File: config.mk
export PLATFORM = sky130hd
export DESIGN_NAME = pwm_multi_controller_flat
export DESIGN_NICKNAME = d
export VERILOG_FILES = /design/src/rtl/pwm_multi_controller_if.sv /design/src/rtl/pwm_multi_controller.sv /design/src/flat_wrapper.sv
export SDC_FILE = /design/constraint.sdc
export NUM_CORES = 1
export LEC_CHECK = 0
export ABC_AREA = 1
export ABC_CLOCK_PERIOD_IN_PS = 2100
export CELL_PAD_IN_SITES_DETAIL_PLACEMENT = 1
export CELL_PAD_IN_SITES_GLOBAL_PLACEMENT = 1
export CORE_MARGIN = 2
export CORE_UTILIZATION = 43
export CTS_CLUSTER_SIZE = 30
export DETAILED_ROUTE_END_ITERATION = 6
export HOLD_SLACK_MARGIN = 0.03
export MAX_ROUTING_LAYER = met4
export PLACE_DENSITY_LB_ADDON = 0.2
export SLEW_MARGIN = 15
export SYNTH_ARGS = -nofsm -noshare
export SYNTH_HDL_FRONTEND = slang
export SYNTH_SLANG_ARGS = --single-unit
File: constraint.sdc
create_clock -name clk -period 2.1 [get_ports clk]
set_input_delay 0.21 -clock clk [delete_from_list [all_inputs] [get_ports clk]]
set_output_delay 0.21 -clock clk [all_outputs]
set_load 0.01 [all_outputs]
File: src/rtl/pwm_multi_controller_if.sv
// Key inputs, PWM outputs and committed duty of one pwm_multi_controller.
// slave: the controller side; master: the key source / output consumer side.
interface pwm_multi_controller_if #(
   parameter int CH_NUM = 2,
   parameter int W      = 4
);
   logic [CH_NUM-1:0]   key_up;
   logic [CH_NUM-1:0]   key_down;
   logic [CH_NUM-1:0]   out;
   logic                period_start;
   logic [CH_NUM*W-1:0] duty;

   modport master (
      output key_up, key_down,
      input  out, period_start, duty
   );

   modport slave (
      input  key_up, key_down,
      output out, period_start, duty
   );
endinterface

File: src/rtl/pwm_multi_controller.sv
// Multi-channel PWM: one shared period counter, per-channel duty stepped by edge-detected keys.
// Latency: out registered 1 cycle after cnt; a key press commits at the next period boundary.
// No backpressure (level key inputs). Define PWM_CENTER_ALIGN_EN for up/down center-aligned counting.
module pwm_multi_controller #(
   parameter int CNT_NUM   = 8,
   parameter int CH_NUM    = 2,
   parameter int STEP      = 1,
   parameter int DUTY_INIT = CNT_NUM / 2
) (
   input  logic                  clk,
   input  logic                  rst,
   pwm_multi_controller_if.slave bus
);
   localparam int W = $clog2(CNT_NUM + 1);
   localparam logic [W-1:0] CNT_LAST = W'(CNT_NUM - 1);
   localparam logic [W:0]   CNT_MAX  = (W+1)'(CNT_NUM);
   localparam logic [W:0]   STEP_V   = (W+1)'(STEP);
   localparam logic [W-1:0] DUTY_RST = W'(DUTY_INIT);

   logic [W-1:0]              cnt;
   logic [W-1:0]              cnt_next;
   logic                      commit;
   logic                      at_start;
   logic [CH_NUM-1:0]         up_r, up_prev, dn_r, dn_prev;
   logic [CH_NUM-1:0]         up_press, dn_press;
   logic [CH_NUM-1:0][W-1:0]  duty_nxt;
   logic [CH_NUM-1:0][W-1:0]  duty_act;
   logic [CH_NUM-1:0]         out_r;
   logic                      period_start_r;

   // Saturating step, evaluated one bit wider so neither direction can wrap.
   function automatic logic [W-1:0] step_duty(input logic [W-1:0] d,
                                               input logic up, input logic dn);
      logic [W:0] ext;
      logic [W:0] sum;
      ext       = {1'b0, d};
      sum       = ext + STEP_V;
      step_duty = d;
      if (up && !dn)
         step_duty = (sum > CNT_MAX) ? CNT_MAX[W-1:0] : sum[W-1:0];
      else if (dn && !up)
         step_duty = (ext < STEP_V) ? '0 : d - STEP_V[W-1:0];
   endfunction

`ifdef PWM_CENTER_ALIGN_EN
   typedef enum logic {DIR_UP, DIR_DOWN} dir_t;
   dir_t dir, dir_next;

   always_ff @(posedge clk) begin
      if (rst) dir <= DIR_UP;
      else     dir <= dir_next;
   end

   // Each extreme is held for two cycles: the turn-around cycle keeps cnt.
   always_comb begin
      dir_next = dir;
      cnt_next = cnt;
      commit   = 1'b0;
      case (dir)
         DIR_UP: begin
            if (cnt == CNT_LAST) dir_next = DIR_DOWN;
            else                 cnt_next = cnt + 1'b1;
         end
         DIR_DOWN: begin
            if (cnt == '0) begin
               dir_next = DIR_UP;
               commit   = 1'b1;
            end else begin
               cnt_next = cnt - 1'b1;
            end
         end
         default: dir_next = DIR_UP;
      endcase
   end

   assign at_start = (cnt == '0) && (dir == DIR_UP);
`else
   always_comb begin
      commit   = (cnt == CNT_LAST);
      cnt_next = commit ? '0 : cnt + 1'b1;
   end

   assign at_start = (cnt == '0);
`endif

   assign up_press = up_r & ~up_prev;
   assign dn_press = dn_r & ~dn_prev;

   always_ff @(posedge clk) begin
      if (rst) begin
         cnt            <= '0;
         out_r          <= '0;
         period_start_r <= 1'b0;
         up_r           <= '0;
         up_prev        <= '0;
         dn_r           <= '0;
         dn_prev        <= '0;
         for (int i = 0; i < CH_NUM; i++) begin
            duty_nxt[i] <= DUTY_RST;
            duty_act[i] <= DUTY_RST;
         end
      end else begin
         cnt            <= cnt_next;
         period_start_r <= at_start;
         up_r           <= bus.key_up;
         up_prev        <= up_r;
         dn_r           <= bus.key_down;
         dn_prev        <= dn_r;
         // Commit takes the pending value from before this edge's step, so a
         // press landing in the wrap cycle waits for the following boundary.
         for (int i = 0; i < CH_NUM; i++) begin
            out_r[i]    <= (cnt < duty_act[i]);
            duty_nxt[i] <= step_duty(duty_nxt[i], up_press[i], dn_press[i]);
            if (commit) duty_act[i] <= duty_nxt[i];
         end
      end
   end

   assign bus.out          = out_r;
   assign bus.period_start = period_start_r;
   assign bus.duty         = duty_act;
endmodule

File: src/flat_wrapper.sv
// flat-port wrapper written by rule: the top's interface ports become plain ports
module pwm_multi_controller_flat 
#(
   parameter int CNT_NUM   = 8,
   parameter int CH_NUM    = 2,
   parameter int STEP      = 1,
   parameter int DUTY_INIT = CNT_NUM / 2
)
  (clk, rst, bus_key_up, bus_key_down, bus_out, bus_period_start, bus_duty);
  pwm_multi_controller_if #(.CH_NUM(CH_NUM), .W(4)) bus_i ();
  input  logic clk;
  input  logic rst;
  input wire logic [$bits(bus_i.key_up)-1:0] bus_key_up;
  input wire logic [$bits(bus_i.key_down)-1:0] bus_key_down;
  output wire logic [$bits(bus_i.out)-1:0] bus_out;
  output wire logic [$bits(bus_i.period_start)-1:0] bus_period_start;
  output wire logic [$bits(bus_i.duty)-1:0] bus_duty;
  assign bus_i.key_up = bus_key_up;
  assign bus_i.key_down = bus_key_down;
  assign bus_out = bus_i.out;
  assign bus_period_start = bus_i.period_start;
  assign bus_duty = bus_i.duty;
  pwm_multi_controller #(.CNT_NUM(CNT_NUM), .CH_NUM(CH_NUM), .STEP(STEP), .DUTY_INIT(DUTY_INIT)) u_core (.clk(clk), .rst(rst), .bus(bus_i));
endmodule
==> results.toml, run 1 <==
[run_status]
status = "completed"

[drt]
post_drt_via_cell_ratio = 4.99
drt.antenna.violating_nets = 0
wl_met1_microns = 1640
first_pass_iters = 4
topRoutingLayerUsed = "met4"
routed-wl-met3_microns = 85
drt_iter0_drc = 46
finalWirelength_microns = 3630
wl_met2_microns = 1860
routedWlPerCell_microns = 12.9
via_count = 1403
drc = 0

[finish]
fill_cells = 455
regArea_sq_um = 621
multi_input_area_sq_um = 813
layout.nets = 255
diodes = 0
area_delta_synth_final_pct = 18.8
drive_gt1_share_pct = 8.58

[sta]
slew_violations = 0
rsz0062_at_grt = "false"
fin_crit_sh_pct = 71.7
period_minus_slack_ns = 1.51
setup_viol = 0
max_freq_mhz = 664
hold_viol = 0
skew_ns = 0.00456
slew_headroom_pct = 65.4
fin_tns_setup_ns = 0
holdWs_ns = 0.428
worstMarginPinSlew_ns = 0.519

[power_and_ir_drop]
clkPwrFrac_pct = 33.3
max-vdd-ir-drop_v = 0.000419
p_comb_share_pct = 17.9
switching_share_pct = 28.4
p_int_uw = 988
power.leakage_nw = 0.886
powerDensity_nw_per_um2 = 732
switchingPower_uw = 391
seq_power_share_pct = 48.9

[setup_path]
cp.arrival_ns = 1.70
critPathRequiredTime_ns = 2.30
worstSetupPathType = "flip-flop to flip-flop"
crit_path_max_fanout = 4
crit_path_start_kind = "flip-flop"
cp-end-kind = "flip-flop"
r2r_start = "u_core.dn_r[1]"
worstSetupStartpoint = "u_core.dn_r[1]"

[clocking]
cts-root-buf = "clkbuf_8"
cts_setup_buffers = 0
cts_tree = "built"
clock_sinks = 31
cts_resized = 0
htreeDepth = 2
cts_buffers = 5
clk_latency_ns = 0.27
cts.clk_slew.worst_paths_ns = 0.06
holdBufCountCts = 0
clock_path_buffers = 2

[grt]
grt_antenna_before_repair = 0
grt_first_pass_wirelength_microns = 6070
grtUsageTotal_pct = 19.5
grt_pass1_vias = 1386
gr-total-overflow = 0
grt_max_degree = 17

[synthesis]
synthCells = 213
synth.net_count = 235
synth.avg_cell_area_sq_um = 7.45
synth_top_area_share_pct = 39.1
synth_top_area_cell = "dfxtp_1"
synthTopCellsByArea = "dfxtp_1, ha_1, nand2_1"
yosysWarningCount = 0
synth_ff_type = "dfxtp_1"
ys_ff_latch = 31
ys_types = 22
ys_async_sr_fraction_pct = 0
ys_seq_area_share_pct = 39.1
syn-cell-area_sq_um = 1590
netlist_top_cells_count = "nand2_1, inv_1, dfxtp_1"
synth_most_common_cell = "nand2_1"
synth-edff-count = 0

[job]
maxCapViolCount = 0

[hold_path]
hp-start = "u_core.dn_r[1]"
hold_path.class = "flip-flop to flip-flop"

[placement]
io_buffer_count = 16
place_congestion = 0.893
dpl.hpwl_microns = 2870

[floorplan]
rows = 22
die_y_microns = 64.7
io_pins = 17
dieArea_sq_um = 4190
fp.dieW_microns = 64.7
initial_utilization_pct = 44.0
coreArea_sq_um = 3610
## cell usage in the layout (no fill, tap or decap)
master           instances
o21bai_2                 2
a21boi_0                 2
or2_0                    2
a21oi_1                 15
o211ai_1                 4
xor2_1                   2
nand4_1                  2
clkbuf_8                 6
clkinv_2                 1
nor2_1                  18
a31oi_1                  2
nand2_1                 38
inv_2                    2
nor3_1                   1
dfxtp_1                 31
buf_4                    1
nor2_2                   1
nand3_1                 17
clkdlybuf4s50_1         16
inv_1                   34
or2_2                    3
nand2_2                  4
ha_1                    16
o21ai_0                 13
## layout make-up
cell class	instances	area share [%]
clock inverter	1	0.266
timing repair buffer	17	8.90
inverter	36	7.17
multi-input combinational	142	43.2
clock buffer	6	4.38
tap	48	3.19
sequential	31	32.9
## power groups by stage
stage | logic [mW] | clock network [mW] | registers, mW
2_1_floorplan | 0.178 | 0 | 0.675
3_3_place_gp | 0.235 | 0 | 0.683
3_5_place_dp | 0.247 | 0 | 0.687
4_1_cts | 0.249 | 0.476 | 0.673
5_1_grt | 0.284 | 0.501 | 0.679
6_report | 0.246 | 0.459 | 0.674
## critical path: stages (launching register included)
cell and delay [ns]:
dfxtp_1 0.31, inv_1 0.04, or2_2 0.26, ha_1 0.23, o21bai_2 0.23, or2_0 0.20
a31oi_1 0.15
## stage by stage
stage	std cells	cell area [sq um]	power, mW	util, %	setup WS, ns
after global placement	274	1800	0.918	49.8	0.626
after detailed placement	274	1800	0.934	49.8	0.600
final	281	1880	1.38	52.3	0.594
after global routing	281	1880	1.46	52.3	0.375
after CTS	281	1880	1.40	52.3	0.574
after floorplan	213	1590	0.853	-	0.711
## registers in the layout, summed over array words and instances (netlist names)
name and cells:
u_core.up_prev 2, u_core.duty_nxt 8, u_core.dn_r 2, u_core.dn_prev 2, u_core.bus.period_start 1, u_core.bus.out 2, u_core.bus.duty 8, u_core.cnt 4
u_core.up_r 2
## per-layer routing
layer / vias to the layer above / track usage [%]
li1: 723 / -
met1: 662 / 22.0
met2: 14 / 33.0
met3: 4 / 4.86
met4: 0 / 7.71
met5: - / -
## cell families (layout without fill, tap and decap cells)
family	count (synthesis)	in the layout	share of synthesized area (%)
AO/OA/AOI/OAI	38	38	13.9
XOR/XNOR	2	2	1.10
adder cells (fa/ha/maj)	16	16	12.6
buffers and inverters	40	60	9.62
flip-flops	31	31	39.1
AND/OR/NAND/NOR	86	86	23.7
## worst paths after layout
path / depth (start not counted) / slack [ns] / end
max: 6 / 0.59 / u_core.duty_nxt[5]
min: 2 / 0.43 / u_core.dn_prev[1]
max reg2reg: 6 / 0.59 / u_core.duty_nxt[5]
min reg2reg: 2 / 0.43 / u_core.dn_prev[1]
(Power assumes the default switching activity.)
==> run 2, diff against run 1 <==
ABC_CLOCK_PERIOD_IN_PS = 1200   (was 2100)
CORE_UTILIZATION = 36   (was 43)
clock period = 1.2 ns   (was 2.1 ns; I/O delays follow)
==> run 2 against run 1 <==
  * The run now ends with setup timing left
  * Non-clock buffer count rose by 39
  * Final area rose by 29%
  * Sequential power increased by 77%
  * Critical path depth stayed put
  * Via count up 13%
  * Critical endpoint unchanged
  * Setup slack worse by 0.75 ns
  * Die area is 18% higher
  * Flip-flop and latch count did not move
  * Total power increased by 98%
  * Sequential share of layout area shrank 6.5 points
  * Worst hold slack got worse by 0.080 ns
  * Register-to-register slack got worse by 0.75 ns
==> results.toml, run 2 (synthesis gave the netlist of run 1 again) <==
[hold_path]
hp-start = "bus_key_down[1]"
hold_path.class = "input pin to flip-flop"
hold_depth = 3
hold_end = "u_core.dn_r[1]"

[drt]
via_count = 1579
first_pass_iters = 4
drt.antenna.violating_nets = 0
post_drt_via_cell_ratio = 4.86
finalWirelength_microns = 4600
drc = 0
drt_iter0_drc = 39
routedWlPerCell_microns = 14.2

[power_and_ir_drop]
power.leakage_nw = 1.13
max-vdd-ir-drop_v = 0.000879
powerDensity_nw_per_um2 = 1120

[grt]
grt_pass1_vias = 1608
grt_max_degree = 17
grt_antenna_before_repair = 0
grtUsageTotal_pct = 18.2
gr-total-overflow = 0
grt_first_pass_wirelength_microns = 7000

[sta]
rsz0062_at_grt = "true"
slew_violations = 0
fin_crit_sh_pct = 113
holdWs_ns = 0.348
timing.final.ws_setup_ns = -0.151
worstMarginPinSlew_ns = 0.285
hold_viol = 0
max_freq_mhz = 740
skew_ns = 0.00312
period_minus_slack_ns = 1.35
slew_headroom_pct = 80.9
fin_tns_setup_ns = -0.925
setup_viol = 16

[floorplan]
die_y_microns = 70.4
rows = 24
initial_utilization_pct = 36.9
coreArea_sq_um = 4290
fp.dieW_microns = 70.4
dieArea_sq_um = 4950
io_pins = 17

[placement]
io_buffer_count = 16
dpl.hpwl_microns = 3070
place_congestion = 0.797

[clocking]
clk_latency_ns = 0.28
cts_buffers = 5
holdBufCountCts = 0
htreeDepth = 2
clock_sinks = 31
cts-root-buf = "clkbuf_8"
cts.clk_slew.worst_paths_ns = 0.06
clock_path_buffers = 2
cts_tree = "built"

[finish]
layout.nets = 294
layout_common_cells = "nand2_1, buf_4, inv_1, dfxtp_1, nand3_1"
drive_gt1_share_pct = 41.4
diodes = 0
regArea_sq_um = 643
fill_cells = 533
area_delta_synth_final_pct = 53.3
multi_input_area_sq_um = 1020

[setup_path]
reg2regPathDepth = 6
r2r_end = "u_core.duty_nxt[5]"
worstSetupPathType = "flip-flop to flip-flop"
critPathRequiredTime_ns = 1.40
r2r_start = "u_core.dn_r[1]"
cp-end-kind = "flip-flop"
cp.arrival_ns = 1.55
crit_path_start_kind = "flip-flop"
r2r_slack_ns = -0.15
crit_path_max_fanout = 4

[run_status]
status = "complete, but fails checks"
violations = "setup timing"

[job]
maxCapViolCount = 0
-- run 2: cell count changes in the layout (fill, tap and decap cells not counted), moves of 6 or more --
cell	delta
buf_4	+32
buf_6	+6
clkdlybuf4s50_1	-11
dfxtp_1	-12
dfxtp_2	+9
dlygate4sd2_1	+11
ha_1	-9
ha_4	+7
inv_1	-9
inv_2	+7
o21ai_0	-10
o21ai_2	+7
-- run 2: worst max path at each step --
stage | cells past startpoint | to | from | slack [ns]
after floorplan | 6 | u_core.duty_nxt[1] | u_core.dn_r[0] | -0.04
after global placement | 6 | u_core.duty_nxt[1] | u_core.dn_r[0] | -0.07
after detailed placement | 6 | u_core.duty_nxt[5] | u_core.dn_r[1] | -0.12
after CTS | 6 | u_core.duty_nxt[5] | u_core.dn_r[1] | -0.14
after global routing | 6 | u_core.duty_nxt[5] | u_core.dn_r[1] | -0.22
final | 6 | u_core.duty_nxt[5] | u_core.dn_r[1] | -0.15
-- run 2: power breakdown --
part | switching [mW] | internal (mW) | total [mW] | leakage, nW
Sequential | 0.0826 | 1.10 | 1.19 | 0.259
Combinational | 0.380 | 0.384 | 0.764 | 0.830
Clock | 0.375 | 0.406 | 0.781 | 0.0422
-- run 2: worst max-delay path, cell delays in order, from the launching register on --
cell and delay [ns]:
dfxtp_2 0.32, inv_2 0.03, or2_4 0.22, ha_4 0.16
o21bai_4 0.17, or2_0 0.21, a31oi_1 0.14
-- run 2: timing repair --
item,CTS,global route
setup buffers,2,7
pin swaps,2,21
endpoints found under the setup margin,32,21
gates resized for setup,31,61
-- run 2: final cells by class --
class / count / area share [%]
timing repair buffer: 56 / 19.8
clock buffer: 7 / 3.14
tap: 52 / 2.67
clock inverter: 1 / 0.206
multi-input combinational: 142 / 42.0
inverter: 36 / 5.76
sequential: 31 / 26.4
-- run 2: through the flow --
stage	setup slack [ns]	utilization, %	power (mW)	cells	instance area (sq um)
3_5_place_dp	-0.115	48.3	1.80	308	2070
3_3_place_gp	-0.0661	48.3	1.78	308	2070
2_1_floorplan	-0.0405	-	1.52	213	1630
4_1_cts	-0.136	50.8	2.61	318	2180
6_report	-0.151	56.6	2.73	325	2430
5_1_grt	-0.218	56.6	2.90	325	2430
-- run 2: metal layers --
| layer | share of wire, % | GRT usage [%] | wire length [microns] | up-vias |
|---|---|---|---|---|
| met5 | 0 | - | 0 | - |
| met4 | 2.1 | 7.26 | 97 | 0 |
| met3 | 2.8 | 3.90 | 127 | 8 |
| met2 | 51 | 29.1 | 2340 | 24 |
| met1 | 44 | 22.3 | 2030 | 745 |
| li1 | - | - | - | 802 |
==> run 3, diff against run 2 <==
CTS_CLUSTER_SIZE = 10   (was 30)
==> results of run 3 <==
Same layout as run 2: the final DEF is identical, and so are final timing and power.
